==> config.mk <==
export PLATFORM = sky130hd
export DESIGN_NAME = cnt_down_timer
export DESIGN_NICKNAME = d
export VERILOG_FILES = /design/src/rtl/cnt_down_timer.sv
export SDC_FILE = /design/constraint.sdc
export NUM_CORES = 1
export LEC_CHECK = 0
export CAP_MARGIN = 30
export CORE_MARGIN = 1
export CORE_UTILIZATION = 45
export CTS_CLUSTER_SIZE = 25
export DETAILED_ROUTE_END_ITERATION = 8
export DONT_BUFFER_PORTS = 1
export PLACE_DENSITY_LB_ADDON = 0.2
export SLEW_MARGIN = 20
export SYNTH_ARGS = -nofsm -noshare
export SYNTH_HDL_FRONTEND = slang
export SYNTH_SLANG_ARGS = --single-unit
==> constraint.sdc <==
create_clock -name CLK -period 5.6 [get_ports CLK]
set_input_delay 0.56 -clock CLK [delete_from_list [all_inputs] [get_ports CLK]]
set_output_delay 0.56 -clock CLK [all_outputs]
set_load 0.05 [all_outputs]
==> src/rtl/cnt_down_timer.sv <==
// Loadable down-counter: decrements once per PRESCALE-cycle tick and pulses DONE one cycle after expiry.
// Load accepted only when idle and not aborting; a busy timer holds off LOAD_VALID via LOAD_READY=0.
module cnt_down_timer #(
  parameter int WIDTH    = 8,
  parameter int PRESCALE = 1
) (
  input  logic             CLK,
  input  logic             RST,
  input  logic             LOAD_VALID,
  output logic             LOAD_READY,
  input  logic [WIDTH-1:0] LOAD_VAL,
  input  logic             AUTO_RELOAD,
  input  logic             PAUSE,
  input  logic             ABORT,
  output logic [WIDTH-1:0] CNT,
  output logic             BUSY,
  output logic             DONE
);

  localparam int PW = (PRESCALE > 1) ? $clog2(PRESCALE) : 1;
  localparam logic [PW-1:0] PRESC_LAST = PW'(PRESCALE - 1);

  typedef enum logic [1:0] {
    ST_IDLE,
    ST_RUN,
    ST_HOLD
  } state_t;

  state_t          state, state_n;
  logic [PW-1:0]   presc, presc_n;
  logic [WIDTH-1:0] cnt_n;
  logic [WIDTH-1:0] reload, reload_n;
  logic            auto_rl, auto_rl_n;
  logic            done_n;
  logic            accept;

  assign LOAD_READY = (state == ST_IDLE) && !ABORT;
  assign accept     = LOAD_VALID && LOAD_READY;

  always_comb begin
    state_n   = state;
    presc_n   = presc;
    cnt_n     = CNT;
    reload_n  = reload;
    auto_rl_n = auto_rl;
    done_n    = 1'b0;
    if (ABORT) begin
      state_n = ST_IDLE;
      cnt_n   = '0;
      presc_n = '0;
    end else begin
      case (state)
        ST_IDLE: begin
          if (accept) begin
            if (LOAD_VAL == '0) begin
              done_n = 1'b1;
              cnt_n  = '0;
            end else begin
              cnt_n     = LOAD_VAL;
              reload_n  = LOAD_VAL;
              auto_rl_n = AUTO_RELOAD;
              presc_n   = '0;
              state_n   = ST_RUN;
            end
          end
        end
        // The edge that releases PAUSE already counts, so a pause costs exactly its own length.
        ST_RUN, ST_HOLD: begin
          if (PAUSE) begin
            state_n = ST_HOLD;
          end else begin
            state_n = ST_RUN;
            if (presc == PRESC_LAST) begin
              presc_n = '0;
              if (CNT > WIDTH'(1)) begin
                cnt_n = CNT - WIDTH'(1);
              end else begin
                done_n = 1'b1;
                if (auto_rl) begin
                  cnt_n = reload;
                end else begin
                  cnt_n   = '0;
                  state_n = ST_IDLE;
                end
              end
            end else begin
              presc_n = presc + PW'(1);
            end
          end
        end
        default: begin
          state_n = ST_IDLE;
          cnt_n   = '0;
          presc_n = '0;
        end
      endcase
    end
  end

  always_ff @(posedge CLK) begin
    if (RST) begin
      state   <= ST_IDLE;
      presc   <= '0;
      CNT     <= '0;
      reload  <= '0;
      auto_rl <= 1'b0;
      BUSY    <= 1'b0;
      DONE    <= 1'b0;
    end else begin
      state   <= state_n;
      presc   <= presc_n;
      CNT     <= cnt_n;
      reload  <= reload_n;
      auto_rl <= auto_rl_n;
      BUSY    <= (state_n != ST_IDLE);
      DONE    <= done_n;
    end
  end

endmodule
# Word-level counts from Yosys, hierarchy flattened
# Cells that the tools add are included.
[classes]
n_eq_ne = 6
n_addsub = 2
n_reduce_logical = 11
order_cmp = 1
mux = 26
bitwise_logic = 2
[op_table]
columns = ["cell", "count"]
rows = [
  ["8-bit 2-to-1 mux", 6],
  ["8-bit one-hot mux with 2 select lines", 1],
  ["1-bit 2-to-1 mux", 12],
  ["8-bit by 1-bit > comparator with 1-bit output (second input constant)", 1],
  ["8-bit logical NOT", 1],
  ["2-bit 2-to-1 mux", 4],
  ["2-bit != test (second input constant)", 4],
  ["8-bit by 1-bit subtractor with 8-bit output (second input constant)", 1],
  ["3-bit AND reduction", 2],
  ["1-bit one-hot mux with 2 select lines", 2],
  ["2-bit one-hot mux with 2 select lines", 1],
  ["4-bit AND reduction", 1],
  ["2-bit OR reduction", 2],
  ["2-bit by 1-bit equality test with 1-bit output (second input constant)", 1],
  ["2-bit equality test (second input constant)", 1],
  ["1-bit logical AND", 2],
  ["2-bit logical NOT", 1],
  ["1-bit NOT", 2],
  ["2-bit nonzero test", 1],
  ["1-bit adder (second input constant)", 1],
  ["1-bit logical NOT", 1],
]
[totals]
output_inout_bits = 11
elab_cells = 55
register_bits = 22

# Depth between registers and ports, before layout
[logic_depth]
depth_word = 7
ltp_mapped = 8

# Worst setup path after synthesis
# No wires, ideal clock.
[synth_path]
path_type = "reg-to-reg"
from = "register CNT[1]"
to = "register CNT[4]"
path_stages_with_launch = 8
slack_ps = 3480
setup_ps = 103
required_ps = 5497
arrival_time_ps = 2017
n_path_buf = 0
path_cell_list = "dfxtp_1 inv_1 ha_1 or3b_2 nor3_1 a21oi_1 and4_1 a2111oi_2"
[synth_between]
elab_chain_len = 5
word_cells_on_any_way = 6
cone_classes = "add/sub (1); order compare (1); mux (4)"
[synth_lines]
columns = ["element", "line", "text"]
rows = [
  ["start, declared", "15", "output logic [WIDTH-1:0] CNT,"],
  ["start signal, assigned", "112", "CNT <= cnt_n;"],
  ["8-bit by 1-bit subtractor with 8-bit output / 8-bit by 1-bit > comparator with 1-bit output (equally long branches)", "76, 75", ""],
  ["8-bit 2-to-1 mux (*)", "75", "if (CNT > WIDTH'(1)) begin"],
  ["8-bit 2-to-1 mux (*)", "73", "if (presc == PRESC_LAST) begin"],
  ["8-bit 2-to-1 mux (*)", "69", "if (PAUSE) begin"],
  ["8-bit one-hot mux with 2 select lines (*)", "52", "case (state)"],
]
# Every way passes the cells marked *; elsewhere a longest branch is shown, timed or not. The select of a mux whose other input is x is not followed.
# A chain may end at the register's enable or synchronous reset.

# Worst setup path after layout
[layout_path]
from = "register state[1]"
to = "output port LOAD_READY"
[layout_between]
elab_chain_len = 2
[layout_lines]
columns = ["element", "line", "text"]
rows = [
  ["start, declared", "29", "state_t state, state_n;"],
  ["start signal, assigned", "110", "state <= state_n;"],
  ["2-bit logical NOT", "37", "assign LOAD_READY = (state == ST_IDLE) && !ABORT;"],
  ["1-bit logical AND", "37", ""],
  ["end, declared", "10", "output logic LOAD_READY,"],
]
# Every way passes these cells.

==> run metrics <==
status complete, no violations; clk_lat worst skew 0.31 ns; mapped cell area 1130 µm²; antenna-violating nets left 0; dpl cell area 1150 µm²; # port buffers 0; Residual DRC 0; Starting Density about half; hold_ws 0.297 ns; hold-fix buffer count after cts 0; Core ar. about 2300 µm²; CTS clk-pin slew, worst paths 0.13 ns; crit share post-route 43.0%; Max-cap violations 0; die width 52.1 µm; die height between 50 and 60 µm; sequential share of the synthesized area 37.3%; RSZ-0062 raised after global routing no; die area 2710 µm²; most common cell after layout, fill and taps aside dfxtp_1; Max clock buf depth 2; clk sink count 21; Worst setup EP type output pin; Final Util 51.3%; first-pass GRT wire length ~4300 µm; root buf cell clkbuf_4; Crit Path Max Fanout 6; gpl congestion 0.820; Starting DRT DRC Count 54; final wirelength 2740 µm; largest net degree at the start of global routing 16; fmax 416 MHz; leakage ~0.43 nW; grt total ovfl 0; Slew Viols, Final 0; Max-Slew Margin vs Limit 41.1%; Final HPWL DP 2120 µm; Vias between 1000 and 1500; CTS tree yes; final hold viol count 0; Final nets around 160; Internal Power 0.207 mW; Overall Power 0.309 mW; clock power share about 25%; Yosys warnings 0; Psw 0.102 mW; vias in the first global route around 950; Startpoint Class flip-flop; post-route setup TNS 0 ns; Seq pwr share 55.2%; Cells after Synth 143; Cell Pwr Density 262 nW/µm²; Syn Nets 161; count of cell types in the netlist 37; gr usage total a little over a fifth; Tightest Hold Check Type in -> reg; Worst Path Arrival approximately 1.9 ns; switching fraction of total power 33.0%; initial antenna violation count 0; ant diodes 0; Req. time, crit path 5.04 ns; post-layout min period 2.41 ns; synth-to-layout area growth 4.43%; Synth Register Bits 21; layout cells sized above 1 6.29%; post-CTS sizing 0; drt wl/cell 16.0 µm; number of CTS-inserted buffers 3; Filler Cell Count 225; Worst Path Class, Setup reg -> out; DRT Pass-1 Iters 4; syn_area_per_cell 7.89 µm²; Comb power frac about a fifth; IR drop worst, VDD 0.135 mV; number of placed I/O pins 25; vias per cell 6.12; clock skew roughly 0.0075 ns; H-tree depth 1; Std-Cell Rows 17; final number of setup-violating endpoints 0; commonest cells after routing, fill and taps aside dfxtp_1, nand2_1, nor2_1, a21oi_1, a31oi_1; Least-Margin Pin Slew approximately 0.9 ns; Post-CTS Setup Inserts 0; design area 1180 µm²
-- registers in the layout, summed over array words and instances (netlist names) --
register	flops
reload	8
CNT	8
BUSY	1
DONE	1
state	2
auto_rl	1
-- power groups by stage --
stage	sequential, mW	combinational, mW	clock (mW)
CTS	0.170	0.0612	0.0779
floorplan	0.171	0.0530	0
finish	0.170	0.0620	0.0763
global placement	0.174	0.0593	0
detailed placement	0.174	0.0610	0
global route	0.171	0.0688	0.0824
-- layout make-up --
class	instances	area, µm²	share of cell area [%]
multi-input combinational	111	666	56.5
sequential	21	420	35.7
tap	28	35.0	2.97
inverter	6	22.5	1.91
clock buffer	3	22.5	1.91
clock inverter	1	5.00	0.425
timing repair buffer	1	7.51	0.637
-- per-layer routing --
layer	vias up	part of all wire [%]	wire length, µm	track usage [%]
li1	521	-	-	-
met1	481	49	1350	31.6
met2	42	43	1170	31.6
met3	2	7.4	202	4.39
met4	0	0.51	14	6.31
met5	-	0	0	0
-- final timing paths --
kind	startpoint	endpoint	slack, ns	depth (start not counted)
worst max-delay path	state[1]$_SDFF_PP0_	LOAD_READY	3.19	4
worst min-delay path	RST	reload[3]$_SDFFE_PP0P_	0.30	1
worst max register to register	CNT[5]$_SDFFE_PP0P_	CNT[4]$_SDFFE_PP0P_	3.21	5
worst min register to register	reload[3]$_SDFFE_PP0P_	reload[3]$_SDFFE_PP0P_	0.46	2
-- cells in the mapped netlist --
master / n / area share [%]
a2111oi_2: 1 / 1.3
a21boi_0: 1 / 0.67
a21boi_1: 1 / 0.67
a21oi_1: 9 / 4.0
a221o_1: 1 / 0.89
a221oi_1: 1 / 0.78
a22oi_1: 3 / 2.0
a31oi_1: 9 / 5.0
a32o_1: 1 / 0.89
and2_1: 2 / 1.1
and4_1: 2 / 1.6
buf_2: 1 / 0.44
clkbuf_1: 4 / 1.3
dfxtp_1: 21 / 37
ha_1: 4 / 4.4
inv_1: 6 / 2.0
mux2i_1: 1 / 0.89
nand2_1: 20 / 6.7
nand2b_1: 2 / 1.1
nand3_1: 3 / 1.3
nor2_1: 17 / 5.7
nor2b_1: 3 / 1.7
nor3_1: 4 / 1.8
nor4_1: 1 / 0.55
o211a_1: 1 / 0.89
o21a_1: 2 / 1.3
o21ai_0: 3 / 1.3
o21ai_1: 1 / 0.44
o22ai_1: 6 / 3.3
o31ai_1: 2 / 1.3
o32ai_1: 1 / 0.78
or2_2: 1 / 0.55
or3b_2: 1 / 0.78
or4_1: 3 / 2.0
or4_4: 1 / 1.0
xnor2_1: 2 / 1.6
xor2_1: 1 / 0.78
-- cell families after synthesis --
family / synth area share [%]
AOI/OAI and AO/OA: 25.6
xor gates and xnor gates: 2.33
adders and majority gates: 4.43
buffers and inverters: 3.77
DFF: 37.3
muxes: 0.887
and+or+nand+nor: 25.7
-- per-stage QoR --
stage | std cells | setup slack (ns)
5_1_grt | 171 | 3.04
3_5_place_dp | 167 | 3.25
6_report | 171 | 3.19
3_3_place_gp | 166 | 2.95
2_1_floorplan | 143 | 3.48
4_1_cts | 171 | 3.20
-- worst max-delay path: stages, from the launching register on --
cell and delay (ns):
dfxtp_1 0.35, inv_1 0.08, ha_1 0.28, inv_1 0.14, nor2_1 0.70
(Power assumes the default switching activity.)
==> RTL change 1: new RTL, same flow settings <==
The 3 states of `state_t` get a one-hot encoding in 3 bits.
--- a/src/rtl/cnt_down_timer.sv
+++ b/src/rtl/cnt_down_timer.sv
@@ -22,6 +22,6 @@
 
-  typedef enum logic [1:0] {
-    ST_IDLE,
-    ST_RUN,
-    ST_HOLD
+  typedef enum logic [2:0] {
+    ST_IDLE = 3'b001,
+    ST_RUN  = 3'b010,
+    ST_HOLD = 3'b100
   } state_t;
Behaviour: same outputs for any inputs over 10 cycles, from zero or initial values and one cycle with RST high; not proved beyond that.
==> RTL change 1 against the original RTL <==
Clock skew fell by 0.0048 ns; clock power grew 63%; critical endpoint unchanged; wire length increased by 15%; sequential cell count up 1; setup slack worse by 0.20 ns; area after synthesis increased by 15%; final area grew 15%; total power up 22%; sequential power increased by 8%; critical path depth fell by 2; largest cell class unchanged.
==> RTL change 1: results (changes against the original RTL) <==
outcome: "completed"  # unchanged
synth_common_cells: "dfxtp_1, nor2_1, nand2_1"  # was dfxtp_1, nand2_1, nor2_1
dpl.hpwl_um: 2400  # was 2120 µm
synth_seq_area_share_pct: 33.8  # was 37.3%
cts-buffers-inserted: 3  # unchanged
r2r-start: "CNT[0]$_SDFFE_PP0P_"  # was CNT[5]$_SDFFE_PP0P_
synth_top_cells_by_area: "dfxtp_1, mux2i_1, a31oi_1"  # was dfxtp_1, nand2_1, nor2_1
min_to: "reload[6]$_SDFFE_PP0P_"  # was reload[3]$_SDFFE_PP0P_
grt_max_degree: 15  # was 16
largestRegisters: "CNT (8), reload (8), state (3)"  # was CNT (8), reload (8), state (2)
leakage_uw: 0.000483  # was 0.000429 µW
grt_pass1_vias: 1106  # was 948
syn_inst: 156  # was 143
synthXorXnorAreaFrac_pct: 2.69  # was 2.33%
place_ws_ns: 3.32  # was 3.25 ns
vias: 1187  # was 1,046
layout.nets: 169  # was 162
vdd_drop_max_mv: 0.189  # was 0.135 mV
dp.cells: 179  # was 167
synth_compound_area_share_pct: 23.1  # was 25.6%
slew_headroom_pct: 41.5  # was 41.1%
drive_above_1_share_pct: 9.21  # was 6.29%
clock_skew_ns: 0.00270  # was 0.00752 ns
grt_use_total_pct: 21.1  # was 21.7%
fillers: 291  # was 225
synthMuxAreaShare_pct: 7.69  # was 0.887%
reg2reg_to: "CNT[7]$_SDFFE_PP0P_"  # was CNT[4]$_SDFFE_PP0P_
==> RTL change 1: cell types whose count changed after synthesis, sizes merged, moves of 4 or more <==
cell / delta
mux2i: +9
buf: +4
o21ai: +8
o211ai: +4
nand2: -7
o22ai: -4
nor3b: +5
a21oi: -8
==> RTL change 1: worst max-delay path by stage <==
| stage | from | endpoint | slack (ns) | depth (start not counted) |
|---|---|---|---|---|
| 3_5_place_dp | CNT[0]$_SDFFE_PP0P_ | CNT[7]$_SDFFE_PP0P_ | 3.32 | 6 |
| 3_3_place_gp | state[0]$_SDFF_PP1_ | LOAD_READY | 3.39 | 2 |
| 2_1_floorplan | CNT[0]$_SDFFE_PP0P_ | state[0]$_SDFF_PP1_ | 3.43 | 8 |
| 5_1_grt | state[0]$_SDFF_PP1_ | LOAD_READY | 2.91 | 2 |
| 4_1_cts | state[0]$_SDFF_PP1_ | LOAD_READY | 2.99 | 2 |
| 6_report | state[0]$_SDFF_PP1_ | LOAD_READY | 3.00 | 2 |
==> RTL change 1: per-stage QoR <==
step | hold WS [ns] | util [%] | area, µm² | total power, µW
2_1_floorplan | 0.450 | - | 1300 | 244
3_3_place_gp | 0.457 | 47.2 | 1300 | 254
3_5_place_dp | 0.462 | 47.2 | 1300 | 254
4_1_cts | 0.292 | 49.1 | 1350 | 377
5_1_grt | 0.281 | 49.1 | 1350 | 391
6_report | 0.295 | 49.1 | 1350 | 375
==> RTL change 1: area by class of cell <==
cell class / instances / share of cell area (%)
multi-input cells: 122 / 59.3
flip-flops and latches: 22 / 32.5
well taps: 31 / 2.87
clock inverters: 1 / 2.22
clock buffers: 3 / 1.66
inverters: 3 / 0.832
repair buffers: 1 / 0.555
==> RTL change 1: where the power goes <==
part           switching (µW)  internal [µW]
logic                    41.2           27.6
clock network            51.2           72.3
registers                19.8            163
total                     112            263
==> RTL change 1: logic make-up (layout without fill, tap and decap cells) <==
group / Yosys count / in the layout
adder cells (fa/ha/maj): 2 / 2
multiplexers: 10 / 10
XOR/XNOR: 4 / 4
flip-flops: 22 / 22
AND/OR/NAND/NOR: 62 / 62
AO/OA/AOI/OAI: 44 / 44
buffers and inverters: 12 / 8
==> RTL change 1: worst register-to-register path: cells and delay by family, from the launching register on <==
kind | cells | cell delay, ns
flip-flops | 1 | 0.82
AND/OR/NAND/NOR | 1 | 0.50
AO/OA/AOI/OAI | 3 | 0.50
adder cells (fa/ha/maj) | 1 | 0.32
buffers and inverters | 1 | 0.10
==> RTL change 1: metal layers <==
metal,GRT usage (%),vias to the layer above,share of wire [%]
li1,-,578,-
met1,31.0,551,47
met2,30.5,51,43
met3,4.65,7,8.9
met4,6.43,0,1.3
met5,0,-,0
==> RTL change 2: new RTL, config.mk and constraints unchanged <==
Made on the original files. Set the parameter `WIDTH` to 10 (it was 8).
--- a/src/rtl/cnt_down_timer.sv
+++ b/src/rtl/cnt_down_timer.sv
@@ -3,3 +3,3 @@
 module cnt_down_timer #(
-  parameter int WIDTH    = 8,
+  parameter int WIDTH    = 10,
   parameter int PRESCALE = 1
Interface: changed (resized CNT and LOAD_VAL); port bits go from 25 to 29. No check against the original RTL was run, so the function may have changed too.
==> RTL change 2 against the original RTL <==
Setup slack worse by 0.13 ns; total power up 24%; wire length up 50%; worst hold slack worse by 0.023 ns; final area up 39%; area after synthesis up 40%; sequential cell count up 4; critical endpoint unchanged; highest routed layer unchanged.
==> RTL change 2: results (changes against the original RTL) <==
crit_arrival_ns: 1.98  # was 1.85 ns
ys_types: 49  # was 37
cts_buffer_depth: 2  # unchanged
grt_max_degree: 16  # unchanged
leakage_uw: 0.000585  # was 0.000429 µW
ys_warn_count: 0  # unchanged
worst_pin_slew_ns: 0.967  # was 0.881 ns
synthMuxAreaShare_pct: 11.6  # was 0.887%
cts-buffers-inserted: 3  # unchanged
antenna_found_initial: 0  # unchanged
drv_slew: 0  # unchanged
outcome: "completed"  # unchanged
post-cts-setup-buffers: 0  # unchanged
hold_path.class: "in2reg"  # unchanged
grt_use_total_pct: 23.5  # was 21.7%
synth_seq_area_share_pct: 31.6  # was 37.3%
synth_compound_area_share_pct: 22.7  # was 25.6%
fillers: 364  # was 225
synth_top_cells_by_area: "dfxtp_1, mux2i_1, nor2_1"  # was dfxtp_1, nand2_1, nor2_1
clock_skew_ns: 0.00729  # was 0.00752 ns
worst_path_max_delay_cell: "nor2b_1"  # was nor2_1
place_congestion: 0.928  # was 0.820
hold_buffers: 0  # unchanged
drive_above_1_share_pct: 10.1  # was 6.29%
slowest_delay_ns: 0.82  # was 0.70 ns
htreeDepth: 1  # unchanged
cp_top_family: "simple AND/OR/NAND/NOR gates"  # unchanged
drc_errors: 0  # unchanged
antenna_cells: 0  # unchanged
layout.nets: 199  # was 162
grt_pass1_vias: 1317  # was 948
clkTransAtPathRegs_ns: 0.15  # was 0.13 ns
vias: 1386  # was 1,046
dpl.hpwl_um: 3160  # was 2120 µm
io_buffers: 0  # unchanged
drtIter0Drc: 106  # was 54
clk_latency_ns: 0.33  # was 0.31 ns
largestRegisters: "CNT (10), reload (10), state (2)"  # was CNT (8), reload (8), state (2)
synth_ff_type: "dfxtp_1"  # unchanged
cts_root_buf: "clkbuf_4"  # unchanged
power_frac_seq_pct: 53.9  # was 55.2%
cts_resized: 0  # unchanged
p_comb_share_pct: 23.4  # was 20.1%
synth-async-reset-ratio_pct: 0  # unchanged
grt_pass1_wl_um: 6450  # was 4330 µm
vdd_drop_max_mv: 0.157  # was 0.135 mV
synth_common_cells: "dfxtp_1, nor2_1, mux2i_1"  # was dfxtp_1, nand2_1, nor2_1
wl_per_cell_um: 18.3  # was 16.0 µm
firstDrtPassIters: 4  # unchanged
synthAdderAreaFrac_pct: 3.16  # was 4.43%
synthXorXnorAreaFrac_pct: 1.11  # was 2.33%
critPathMaxFanout: 13  # was 6
swShare_pct: 34.1  # was 33.0%
[RTL change 2: metal layers]
layer,up-vias,global-route usage [%],routed length (µm)
met5,-,0,0
li1,675,-,-
met2,63,37.6,1860
met1,639,32.6,1840
met3,9,3.78,326
met4,0,6.82,72
[RTL change 2: layout make-up]
| class | instances | area (µm²) | area share [%] |
|---|---|---|---|
| clock buffers | 3 | 22.5 | 1.38 |
| clock inverters | 1 | 7.51 | 0.460 |
| inverters | 7 | 26.3 | 1.61 |
| multi-input cells | 140 | 1000 | 61.5 |
| flip-flops and latches | 25 | 500 | 30.7 |
| well taps | 46 | 57.6 | 3.52 |
| repair buffers | 2 | 15.0 | 0.920 |
[RTL change 2: stage by stage]
| step | total power [µW] | instance area [µm²] | cells | hold WS, ns | setup slack (ns) |
|---|---|---|---|---|---|
| 2_1_floorplan | 281 | 1580 | 183 | 0.444 | 3.38 |
| 3_3_place_gp | 296 | 1600 | 220 | 0.464 | 3.33 |
| 3_5_place_dp | 297 | 1600 | 220 | 0.480 | 3.27 |
| 4_1_cts | 382 | 1630 | 224 | 0.268 | 3.07 |
| 5_1_grt | 397 | 1630 | 224 | 0.254 | 2.98 |
| 6_report | 381 | 1630 | 224 | 0.274 | 3.06 |
[RTL change 2: final timing paths]
check	slack (ns)	from	to	depth (start not counted)
worst max-delay path	3.06	state[0]$_SDFF_PP0_	LOAD_READY	3
worst min-delay path	0.27	RST	reload[6]$_SDFFE_PP0P_	1
worst max register to register	3.23	CNT[0]$_SDFFE_PP0P_	CNT[5]$_SDFFE_PP0P_	6
worst min register to register	0.50	reload[3]$_SDFFE_PP0P_	reload[3]$_SDFFE_PP0P_	2
